File: src/rtl/io_ctrl_if.sv
// io_ctrl_if: processor data-bus connection to the memory-mapped I/O controller.
//   ADDR  byte address from the core
//   WE    write strobe
//   DIN   write data
//   DOUT  registered read data (1-cycle latency)
//   SEL   combinational window-hit indication
// master modport is the core side, slave modport is the controller side.
interface io_ctrl_if #(
    parameter int unsigned DBITS = 16
) ();
    logic [DBITS-1:0] ADDR;
    logic             WE;
    logic [DBITS-1:0] DIN;
    logic [DBITS-1:0] DOUT;
    logic             SEL;

    modport master (output ADDR, output WE, output DIN, input DOUT, input SEL);
    modport slave  (input ADDR, input WE, input DIN, output DOUT, output SEL);
endinterface

File: src/rtl/io_ctrl.sv
// io_ctrl: memory-mapped I/O controller occupying the top 16 bytes of the
// address space (8 word registers). Provides key sync/debounce, sticky
// key-change status, switch sync, seven-segment/LED output registers and a
// prescaled programmable interval timer.
// Optional feature macro: IO_IRQ_EN (adds IEN register and registered IRQ).
// Ports:
//   CLK, RESET  clock and asynchronous active-high reset
//   bus         io_ctrl_if.slave (ADDR, WE, DIN in; DOUT, SEL out)
//   KEY         raw active-low keys (asynchronous)
//   SW          raw switches (asynchronous)
//   HEX         active-low seven-segment outputs, digit 0 in LSBs
//   LEDR, LEDG  red/green LED outputs
//   IRQ         interrupt request (0 unless IO_IRQ_EN)
module io_ctrl #(
    parameter int unsigned DBITS    = 16,
    parameter int unsigned NDIGITS  = 4,
    parameter int unsigned NLEDR    = 10,
    parameter int unsigned NLEDG    = 8,
    parameter int unsigned NKEYS    = 4,
    parameter int unsigned NSW      = 10,
    parameter int unsigned TICK_DIV = 50000,
    parameter int unsigned DB_TICKS = 10
) (
    input  logic                 CLK,
    input  logic                 RESET,
    io_ctrl_if.slave             bus,
    input  logic [NKEYS-1:0]     KEY,
    input  logic [NSW-1:0]       SW,
    output logic [7*NDIGITS-1:0] HEX,
    output logic [NLEDR-1:0]     LEDR,
    output logic [NLEDG-1:0]     LEDG,
    output logic                 IRQ
);

    localparam int unsigned SBITS = NKEYS + 2;
    localparam int unsigned HBITS = NDIGITS * 4;
    localparam int unsigned PW    = (TICK_DIV > 1) ? $clog2(TICK_DIV) : 1;
    localparam int unsigned CW    = $clog2(DB_TICKS + 1);
`ifdef IO_IRQ_EN
    localparam int unsigned TW    = DBITS - 1;
`else
    localparam int unsigned TW    = DBITS;
`endif

    localparam logic [2:0] OFF_KDATA  = 3'd0;
    localparam logic [2:0] OFF_SDATA  = 3'd1;
    localparam logic [2:0] OFF_STATUS = 3'd2;
    localparam logic [2:0] OFF_TCNT   = 3'd3;
    localparam logic [2:0] OFF_HEXR   = 3'd4;
    localparam logic [2:0] OFF_LEDRR  = 3'd5;
    localparam logic [2:0] OFF_LEDGR  = 3'd6;
    localparam logic [2:0] OFF_TLIM   = 3'd7;

    // active-low segment pattern (gfedcba) for one hex nibble
    function automatic logic [6:0] seven_seg(input logic [3:0] nib);
        case (nib)
            4'h0: seven_seg = 7'b1000000;
            4'h1: seven_seg = 7'b1111001;
            4'h2: seven_seg = 7'b0100100;
            4'h3: seven_seg = 7'b0110000;
            4'h4: seven_seg = 7'b0011001;
            4'h5: seven_seg = 7'b0010010;
            4'h6: seven_seg = 7'b0000010;
            4'h7: seven_seg = 7'b1111000;
            4'h8: seven_seg = 7'b0000000;
            4'h9: seven_seg = 7'b0010000;
            4'hA: seven_seg = 7'b0001000;
            4'hB: seven_seg = 7'b0000011;
            4'hC: seven_seg = 7'b1000110;
            4'hD: seven_seg = 7'b0100001;
            4'hE: seven_seg = 7'b0000110;
            default: seven_seg = 7'b0001110;
        endcase
    endfunction

    logic [DBITS-1:0] dout_q,   dout_d;
    logic [HBITS-1:0] hexr_q,   hexr_d;
    logic [NLEDR-1:0] ledr_q,   ledr_d;
    logic [NLEDG-1:0] ledg_q,   ledg_d;
    logic [SBITS-1:0] status_q, status_d;
    logic [TW-1:0]    tcnt_q,   tcnt_d;
    logic [DBITS-1:0] tlim_q,   tlim_d;
    logic [PW-1:0]    presc_q,  presc_d;
    logic [NKEYS-1:0] key_s1_q, key_s1_d;
    logic [NKEYS-1:0] key_s2_q, key_s2_d;
    logic [NSW-1:0]   sw_s1_q,  sw_s1_d;
    logic [NSW-1:0]   sw_s2_q,  sw_s2_d;
    logic [NKEYS-1:0] deb_q,    deb_d;
    logic [CW-1:0]    cnt_q [NKEYS];
    logic [CW-1:0]    cnt_d [NKEYS];
`ifdef IO_IRQ_EN
    logic [SBITS-1:0] ien_q,    ien_d;
    logic             irq_q,    irq_d;
`endif

    logic             sel_c;
    logic             wr_c;
    logic [2:0]       off_c;
    logic             tick_c;
    logic [NKEYS-1:0] flip_c;
    logic             kovr_c;
    logic             twrap_c;
    logic             unused_addr0;

    assign sel_c        = &bus.ADDR[DBITS-1:4];
    assign off_c        = bus.ADDR[3:1];
    assign wr_c         = bus.WE && sel_c;
    assign tick_c       = (presc_q == PW'(TICK_DIV - 1));
    assign unused_addr0 = bus.ADDR[0];

    assign bus.SEL  = sel_c;
    assign bus.DOUT = dout_q;
    assign LEDR     = ledr_q;
    assign LEDG     = ledg_q;

    // next-state logic for all registers
    always_comb begin
        dout_d   = dout_q;
        hexr_d   = hexr_q;
        ledr_d   = ledr_q;
        ledg_d   = ledg_q;
        status_d = status_q;
        tcnt_d   = tcnt_q;
        tlim_d   = tlim_q;
        presc_d  = presc_q;
        deb_d    = deb_q;
        cnt_d    = cnt_q;
        flip_c   = '0;
        twrap_c  = 1'b0;
`ifdef IO_IRQ_EN
        ien_d    = ien_q;
        irq_d    = |(status_q & ien_q);
`endif

        // two-stage synchronisers
        key_s1_d = KEY;
        key_s2_d = key_s1_q;
        sw_s1_d  = SW;
        sw_s2_d  = sw_s1_q;

        // free-running prescaler; tick is the wrap cycle
        presc_d = tick_c ? '0 : presc_q + PW'(1);

        // per-key debounce, evaluated only on ticks
        for (int i = 0; i < int'(NKEYS); i++) begin
            if (tick_c) begin
                if (key_s2_q[i] != deb_q[i]) begin
                    if (cnt_q[i] == CW'(DB_TICKS - 1)) begin
                        flip_c[i] = 1'b1;
                        deb_d[i]  = ~deb_q[i];
                        cnt_d[i]  = '0;
                    end else begin
                        cnt_d[i]  = cnt_q[i] + CW'(1);
                    end
                end else begin
                    cnt_d[i] = '0;
                end
            end
        end
        kovr_c = |(flip_c & status_q[NKEYS-1:0]);

        // timer: register writes take priority over tick increment
        if (wr_c && off_c == OFF_TLIM) begin
            tlim_d = bus.DIN;
            tcnt_d = '0;
        end else if (wr_c && off_c == OFF_TCNT) begin
`ifdef IO_IRQ_EN
            if (bus.DIN[DBITS-1]) begin
                ien_d = bus.DIN[SBITS-1:0];
            end else begin
                tcnt_d = bus.DIN[TW-1:0];
            end
`else
            tcnt_d = bus.DIN;
`endif
        end else if (tick_c && tlim_q != '0) begin
            if (DBITS'(tcnt_q) >= tlim_q - DBITS'(1)) begin
                tcnt_d  = '0;
                twrap_c = 1'b1;
            end else begin
                tcnt_d  = tcnt_q + TW'(1);
            end
        end

        // status: write-0-to-clear, hardware set wins over clear
        if (wr_c && off_c == OFF_STATUS) begin
            status_d = status_q & bus.DIN[SBITS-1:0];
        end
        status_d = status_d | {twrap_c, kovr_c, flip_c};

        if (wr_c && off_c == OFF_HEXR)  hexr_d = bus.DIN[HBITS-1:0];
        if (wr_c && off_c == OFF_LEDRR) ledr_d = bus.DIN[NLEDR-1:0];
        if (wr_c && off_c == OFF_LEDGR) ledg_d = bus.DIN[NLEDG-1:0];

        // read mux from current register contents
        case (off_c)
            OFF_KDATA:  dout_d = DBITS'(deb_q);
            OFF_SDATA:  dout_d = DBITS'(sw_s2_q);
            OFF_STATUS: dout_d = DBITS'(status_q);
            OFF_TCNT:   dout_d = DBITS'(tcnt_q);
            OFF_HEXR:   dout_d = DBITS'(hexr_q);
            OFF_LEDRR:  dout_d = DBITS'(ledr_q);
            OFF_LEDGR:  dout_d = DBITS'(ledg_q);
            default:    dout_d = tlim_q;
        endcase
    end

    // state registers
    always_ff @(posedge CLK or posedge RESET) begin
        if (RESET) begin
            dout_q   <= '0;
            hexr_q   <= '0;
            ledr_q   <= '0;
            ledg_q   <= '0;
            status_q <= '0;
            tcnt_q   <= '0;
            tlim_q   <= '0;
            presc_q  <= '0;
            key_s1_q <= '1;
            key_s2_q <= '1;
            sw_s1_q  <= '0;
            sw_s2_q  <= '0;
            deb_q    <= '1;
            for (int i = 0; i < int'(NKEYS); i++) cnt_q[i] <= '0;
`ifdef IO_IRQ_EN
            ien_q    <= '0;
            irq_q    <= 1'b0;
`endif
        end else begin
            dout_q   <= dout_d;
            hexr_q   <= hexr_d;
            ledr_q   <= ledr_d;
            ledg_q   <= ledg_d;
            status_q <= status_d;
            tcnt_q   <= tcnt_d;
            tlim_q   <= tlim_d;
            presc_q  <= presc_d;
            key_s1_q <= key_s1_d;
            key_s2_q <= key_s2_d;
            sw_s1_q  <= sw_s1_d;
            sw_s2_q  <= sw_s2_d;
            deb_q    <= deb_d;
            for (int i = 0; i < int'(NKEYS); i++) cnt_q[i] <= cnt_d[i];
`ifdef IO_IRQ_EN
            ien_q    <= ien_d;
            irq_q    <= irq_d;
`endif
        end
    end

`ifdef IO_IRQ_EN
    assign IRQ = irq_q;
`else
    assign IRQ = 1'b0;
`endif

    // seven-segment decode, combinational from HEXR
    always_comb begin
        HEX = '1;
        for (int d = 0; d < int'(NDIGITS); d++) begin
            HEX[d*7 +: 7] = seven_seg(hexr_q[d*4 +: 4]);
        end
    end

endmodule

File: src/flat_wrapper.sv
// flat-port wrapper written by rule: the top's interface ports become plain ports
module io_ctrl_flat 
#(
    parameter int unsigned DBITS    = 16,
    parameter int unsigned NDIGITS  = 4,
    parameter int unsigned NLEDR    = 10,
    parameter int unsigned NLEDG    = 8,
    parameter int unsigned NKEYS    = 4,
    parameter int unsigned NSW      = 10,
    parameter int unsigned TICK_DIV = 50000,
    parameter int unsigned DB_TICKS = 10
)
  (CLK, RESET, KEY, SW, HEX, LEDR, LEDG, IRQ, bus_ADDR, bus_WE, bus_DIN, bus_DOUT, bus_SEL);
  io_ctrl_if #(.DBITS(DBITS)) bus_i ();
  input  logic CLK;
  input  logic RESET;
  input  logic [NKEYS-1:0] KEY;
  input  logic [NSW-1:0] SW;
  output logic [7*NDIGITS-1:0] HEX;
  output logic [NLEDR-1:0] LEDR;
  output logic [NLEDG-1:0] LEDG;
  output logic IRQ;
  input wire logic [$bits(bus_i.ADDR)-1:0] bus_ADDR;
  input wire logic [$bits(bus_i.WE)-1:0] bus_WE;
  input wire logic [$bits(bus_i.DIN)-1:0] bus_DIN;
  output wire logic [$bits(bus_i.DOUT)-1:0] bus_DOUT;
  output wire logic [$bits(bus_i.SEL)-1:0] bus_SEL;
  assign bus_i.ADDR = bus_ADDR;
  assign bus_i.WE = bus_WE;
  assign bus_i.DIN = bus_DIN;
  assign bus_DOUT = bus_i.DOUT;
  assign bus_SEL = bus_i.SEL;
  io_ctrl #(.DBITS(DBITS), .NDIGITS(NDIGITS), .NLEDR(NLEDR), .NLEDG(NLEDG), .NKEYS(NKEYS), .NSW(NSW), .TICK_DIV(TICK_DIV), .DB_TICKS(DB_TICKS)) u_core (.CLK(CLK), .RESET(RESET), .bus(bus_i), .KEY(KEY), .SW(SW), .HEX(HEX), .LEDR(LEDR), .LEDG(LEDG), .IRQ(IRQ));
endmodule
File: config.mk
export PLATFORM = sky130hd
export DESIGN_NAME = io_ctrl_flat
export DESIGN_NICKNAME = d
export VERILOG_FILES = /design/src/rtl/io_ctrl_if.sv /design/src/rtl/io_ctrl.sv /design/src/flat_wrapper.sv
export SDC_FILE = /design/constraint.sdc
export NUM_CORES = 1
export LEC_CHECK = 0
export CAP_MARGIN = 20
export CORE_MARGIN = 5
export CORE_UTILIZATION = 38
export DETAILED_ROUTE_END_ITERATION = 8
export GPL_TIMING_DRIVEN = 0
export MAX_ROUTING_LAYER = met4
export PLACE_DENSITY_LB_ADDON = 0.25
export SLEW_MARGIN = 10
export SYNTH_ARGS = -nofsm -noshare
export SYNTH_HDL_FRONTEND = slang
export SYNTH_SLANG_ARGS = --single-unit
File: constraint.sdc
create_clock -name CLK -period 7 [get_ports CLK]
set_input_delay 0.7 -clock CLK [delete_from_list [all_inputs] [get_ports CLK]]
set_output_delay 0.7 -clock CLK [all_outputs]
set_load 0.1 [all_outputs]
==> impl_results.md, run 1 <==
* Run status: completed
* HPWL Detailed at about 17 mm
* Rel. slew slack at 0.325
* Crit path max-delay family: simple AND/OR/NAND/NOR gates
* GRT Total Usage at 0.183
* CP Buf/Inv Count at 2
* Internal at around 1.4 mW
* Clk buf depth at 2
* H-Tree Depth at 4
* ANT nets after route at 0
* GRT Residual Overflow at 0
* Library cells used by synthesis at 64
* Clock power share at 0.446
* Postcts setup bufs at 0
* Initial antenna violation count at 0
* Leading cell type in the layout, fill and taps excluded: dfrtp_1
* Netlist Area Pre-Place at 8490 um2
* Max VDD drop at approximately 0.12 mV
* Switching part of the total power at 0.254
* Post-route minimum period at between 4000 and 5000 ps
* Layout Skew at 8.07 ps
* Root Driver: clkbuf_16
* Largest stage delay, worst path at 550 ps
* Number of gates resized after cts at 0
* Leakage power at ~4.5 nW
* Nets at roughly 1,100
* Iter 0 DRT Violations at between 400 and 500
* PortBufs at ~110
* Num Clock Sinks at roughly 150
* Startpoint Class: flip-flop
* Final setup vio count at 0
* Yosys warns at 0
* Pwr Density at about 180 nW/um2
* Initial Util at 0.388
* Share of post-route cells with drive strength above 1 at 0.116
* Global-route wire length before repair at 36.6 mm
* Unrepaired setup endpoints after global routing: no
* Final Core Density at 0.479
* Die area at 25,400 um2
* Row Count at 54
* Worst slew pin tran at about 1000 ps
* Highest clock rate at 0.239 GHz
* Slowest-stage cell, CP: or4_1
* CTS tree: done
* Gate Count Post-Synth at 855
* Total power at about 1.9 mW
* Async S/R FF share, synth at 1.00
* # fillers at between 2,000 and 2,500
* Detailed-route vias per instance at 5.37
* MaxCap Viol Count at 0
* Hold Path Class: reg2reg
* Avg WL per Cell at roughly 18 um
* CTS clk-pin slew, worst paths at around 60 ps
* Antenna fix cells at 0
* Combinational power share at 0.075
* DRC viols at 0
* Final period utilization at 0.598
* Core Region at 21,900 um2
* Hold buffers post-CTS at 0
* Via Count at about 6,800
* Kind of critical path: reg2reg
* Sequential area share after synthesis at 0.450
* Crit-path max FO at 10
* Number of detailed-route iterations in the first pass at 5
* RePlAce Congestion at 0.883
* #FFs+latches synth at approximately 150
* Die Span X at ~160 um
* Fin. max-slew vios at 0
* Top_reg_cell synth: dfrtp_1
* Pin count of the biggest net entering global routing at 80
* Number of flops mapped to enable cells by yosys at 0
* Critical path, cell by cell: buf_6, or3_1, or4_4, nor4_4, nand2b_2, nor4_4, xnor2_1, ha_1, nand4_1, or4_1, a31oi_1, nor4_4, buf_2, a21oi_1, o21ai_0
* Final Hold Violating Endpoints at 0
* Commonest cells after routing, fill and taps aside: dfrtp_1, nand2_1, clkdlybuf4s50_1
* Syn Nets at roughly 960
* I/O pin count at between 100 and 150
* Arrival @ worst endpoint at ~4500 ps
* DRT Wirelength at roughly 23 mm
* Setup crit end kind: flip-flop
* Die height at between 150 and 200 um
* WP data required at roughly 7300 ps
* Part of the power in registers at 0.478
* Area delta synth->final at 23.5%
* Clk_lat worst skew at about 430 ps
* CTS buffer count at 17
* Top cell by count, worst path: nor4_4
* Syn Area/Cell at roughly 9.9 um2
* Vias in the first global route at between 6,000 and 7,000
* Switching power total at around 0.48 mW
-- stage by stage --
step | cells | TNS [ps] | hold WS, ps | area (um2) | worst slack [ps]
after floorplan | 855 | 0 | 331 | 8490 | 2230
after global placement | 1243 | -727 | 333 | 9920 | -13.9
after detailed placement | 1244 | 0 | 336 | 9970 | 2830
after CTS | 1276 | 0 | 351 | 10500 | 2820
after global routing | 1276 | 0 | 354 | 10500 | 2580
final | 1276 | 0 | 348 | 10500 | 2820
-- per-layer routing --
| layer | GRT usage | wire length (um) | vias to the layer above |
|---|---|---|---|
| met3 | 0.0378 | 1040 | 39 |
| met2 | 0.288 | 10900 | 150 |
| li1 | - | - | 3306 |
| met1 | 0.239 | 10200 | 3352 |
| met5 | - | 0 | - |
| met4 | 0.0558 | 459 | 0 |
-- path summary, 6_finish.rpt --
check | start | endpoint | slack [ps] | depth (start not counted)
min in group asynchronous | RESET | u_core.sw_s1_q[2] | 720 | 2
min reg2reg | u_core.sw_s1_q[2] | u_core.sw_s2_q[2] | 350 | 0
min | u_core.sw_s1_q[2] | u_core.sw_s2_q[2] | 350 | 0
max | u_core.tlim_q[2] | u_core.tcnt_q[12] | 2820 | 15
max in group asynchronous | RESET | u_core.key_s1_q[2] | 5480 | 3
max reg2reg | u_core.tlim_q[2] | u_core.tcnt_q[12] | 2820 | 15
-- power groups by stage --
stage          clock network [mW]  logic (mW)  registers, mW
6_report                    0.838       0.142          0.899
5_1_grt                     0.893       0.151          0.899
4_1_cts                     0.855       0.144          0.899
3_5_place_dp                    0       0.143          0.915
3_3_place_gp                    0       0.140          0.915
2_1_floorplan                   0      0.0458          0.946
-- cell usage after synthesis, drive strengths merged (8+ instances only) --
cell | number | area [um2]
a21oi | 30 | 154
dfstp | 12 | 315
nor2b | 12 | 75.1
mux4 | 8 | 180
nand3b | 9 | 67.6
ha | 51 | 638
nor3 | 23 | 154
nor2 | 58 | 218
o21ai | 70 | 350
dfrtp | 140 | 3500
inv | 31 | 116
a22oi | 11 | 82.6
a31oi | 9 | 56.3
nand2b | 13 | 83.8
nand3 | 24 | 120
a22o | 17 | 149
mux2i | 15 | 150
nand2 | 119 | 447
xor2 | 18 | 158
clkbuf | 29 | 109
mux2 | 41 | 462
xnor2 | 16 | 140
nor4 | 8 | 95.1
nand4 | 14 | 87.6
-- logic make-up after synthesis --
kind of cell             Yosys count  synth area share
other                              1          0.000442
AND/OR/NAND/NOR                  317             0.192
AO/OA/AOI/OAI                    169             0.123
XOR/XNOR                          34            0.0351
adder cells (fa/ha/maj)           51            0.0751
buffers and inverters             67            0.0314
multiplexers                      64            0.0933
flip-flops                       152             0.450
-- state kept, by name (all words and copies together) (netlist names), 10 cells and up --
name             flops
u_core.sw_s1_q      10
u_core.sw_s2_q      10
u_core.hexr_q       16
u_core.bus.DOUT     16
u_core.tcnt_q       16
u_core.presc_q      16
u_core.tlim_q       16
u_core.cnt_q        16
u_core.LEDR         10
-- area by class of cell --
cell class	instances	area, um2	share of cell area
Clock inverter	10	72.6	0.00692
Clock buffer	22	454	0.0433
Timing Repair Buffer	109	1110	0.106
Tap cell	280	350	0.0334
Buffer	36	150	0.0143
Inverter	31	124	0.0118
Sequential cell	152	3820	0.364
Multi-Input combinational cell	636	4410	0.421
Power figures use the tool's default switching activity.
==> run 2, diff against run 1 <==
- clock period: 7 -> 3.95 ns (I/O delays scaled with it)
==> impl_results.md, run 2 (synthesis results as in run 1) <==
* HPWL Detailed at 16.8 mm (+0.58%)
* CTS buffer count at 17 (unchanged)
* Final Hold Violating Endpoints at 0 (unchanged)
* Failing checks: setup timing
* Clk_lat worst skew at 440 ps (about the same)
* Avg WL per Cell at 17.5 um (-0.91%)
* Share of post-route cells with drive strength above 1 at 0.145 (+0.0287)
* Nets at 1,093 (+0.92%)
* RePlAce Congestion at 0.888 (+0.54%)
* Crit-path max FO at 6 (-4)
* Placement Cell Area at 10,000 um2 (+0.48%)
* Area delta synth->final at 26.3%
* DRT Wirelength at 22.5 mm (-0.13%)
* Highest clock rate at 0.253 GHz (+5.8%)
* Vias in the first global route at 6,772 (-0.38%)
* Core Region at 21,900 um2 (unchanged)
* # fillers at 2,095 (+2.5%)
* Total power at 3.38 mW (+80%)
* Finished Cell Area at 10,700 um2 (+2.3%)
* PortBufs at 108 (unchanged)
* Fin. max-slew vios at 0 (unchanged)
* Pwr Density at 315 nW/um2 (+76%)
* Detailed-route vias per instance at 5.41 (+0.89%)
* Post-route minimum period at 3960 ps (-228 ps)
* Startpoint Class: flip-flop
* Initial Util at 0.388 (unchanged)
* Kind of critical path: reg2reg
* Iter 0 DRT Violations at 453 (-7.2%)
* Initial antenna violation count at 0 (unchanged)
* Layout Skew at 10.6 ps (+2.52 ps)
* Clk buf depth at 2 (unchanged)
* Run status: finished, violations left
* GRT Residual Overflow at 0 (unchanged)
* Pin count of the biggest net entering global routing at 38 (-53%)
* Leading cell type in the layout, fill and taps excluded: dfrtp_1
* Unrepaired setup endpoints after global routing: yes
* Arrival @ worst endpoint at 4270 ps (-220 ps)
* Worst slew pin tran at 1190 ps (+180 ps)
* Max VDD drop at 0.230 mV (+84%)
* Root Driver: clkbuf_16
* Worst-case reg-to-reg path depth at 15 (unchanged)
* Worst Slack Setup Final at -6.85 ps (-2820 ps)
* Commonest cells after routing, fill and taps aside: dfrtp_1, nand2_1, clkdlybuf4s50_1
* CTS tree: done
* Num Clock Sinks at 152 (unchanged)
* Final setup vio count at 2 (+2)
* Hold Path Class: in2async
* Setup crit end kind: flip-flop
* WP data required at 4260 ps (-3050 ps)
* I/O pin count at 113 (unchanged)
* H-Tree Depth at 4 (unchanged)
* Die height at 160 um (unchanged)
* GRT Total Usage at 0.181 (-0.00166)
* Rel. slew slack at 0.207 (-0.118)
* Final period utilization at 1.00 (+0.404)
* Global-route wire length before repair at 36.3 mm (-0.81%)
* Antenna fix cells at 0 (unchanged)
* Die area at 25,400 um2 (unchanged)
* Row Count at 54 (unchanged)
* Die Span X at 160 um (unchanged)
* Number of detailed-route iterations in the first pass at 6 (+1)
* Via Count at 6,962 (+1.7%)
* Leakage power at 4.61 nW (+2.6%)
* MaxCap Viol Count at 0 (unchanged)
* ANT nets after route at 0 (unchanged)
* DRC viols at 0 (unchanged)
* CTS clk-pin slew, worst paths at 70 ps (about the same)
run 2: cell types whose count changed in the layout (fill, tap and decap cells not counted), moves of 3 or more:
cell and change:
a21oi_1 -6, buf_4 +6, o21ai_0 -6, a21oi_2 +5, buf_12 +5, clkbuf_1 -4, o21ai_1 +4, inv_6 +3
run 2: what timing repair did:
| action | CTS | global route |
|---|---|---|
| resized for setup | 3 | 29 |
| setup buffers | 2 | 4 |
| setup endpoints to repair | 12 | 13 |
| pin swaps | 1 | 6 |
| hold buffers | 0 | 0 |
run 2: stage by stage:
stage	TNS (ps)	utilization	cells	worst slack, ps	hold slack, ps
CTS	0	0.484	1282	4.47	319
detailed placement	-1500	0.457	1248	-186	336
global placement	-1500	0.454	1243	-186	335
finish	-12.6	0.490	1286	-6.85	314
global route	-1560	0.490	1286	-231	346
floorplan	0	-	855	270	331
run 2: cell type report:
type,count,area [um2],area share
clock buffers,18,439,0.0409
inverters,31,120,0.0112
flip-flops and latches,152,3820,0.356
plain buffers,36,165,0.0154
repair buffers,119,1210,0.113
well taps,280,350,0.0326
clock inverters,14,114,0.0106
multi-input cells,636,4510,0.420
run 2: path summary, 6_finish.rpt:
check | start | to | slack (ps)
worst min register to register | u_core.sw_s1_q[2] | u_core.sw_s2_q[2] | 350
worst min-delay path | RESET | u_core.sw_s1_q[0] | 310
max in group asynchronous | RESET | u_core.bus.DOUT[10] | 2620
worst max register to register | u_core.tlim_q[2] | u_core.tcnt_q[2] | -7
worst max-delay path | u_core.tlim_q[2] | u_core.tcnt_q[2] | -7
min in group CLK | u_core.sw_s1_q[2] | u_core.sw_s2_q[2] | 350
run 2: worst max-delay path: stages, from the launching register on:
cell and delay, ps:
dfrtp_1 370, buf_6 130, or3_4 380, or4_4 450
nor4_4 250, nand2b_4 120, nor4_4 150, xnor2_1 90
ha_1 300, nand4_1 170, or4_4 550, a31oi_4 220
nor4_4 80, buf_4 170, a222oi_1 300, nand2_1 90
run 2: report_power, final:
part           switching [mW]  internal, mW
logic                   0.172        0.0862
registers             0.00920          1.58
clock network           0.698         0.834
run 2: per-layer routing:
layer / vias up / GRT usage / share of wire
li1: 3339 / - / -
met1: 3438 / 0.233 / 0.45
met2: 156 / 0.288 / 0.49
met3: 29 / 0.0443 / 0.049
met4: 0 / 0.0481 / 0.014
met5: - / - / 0
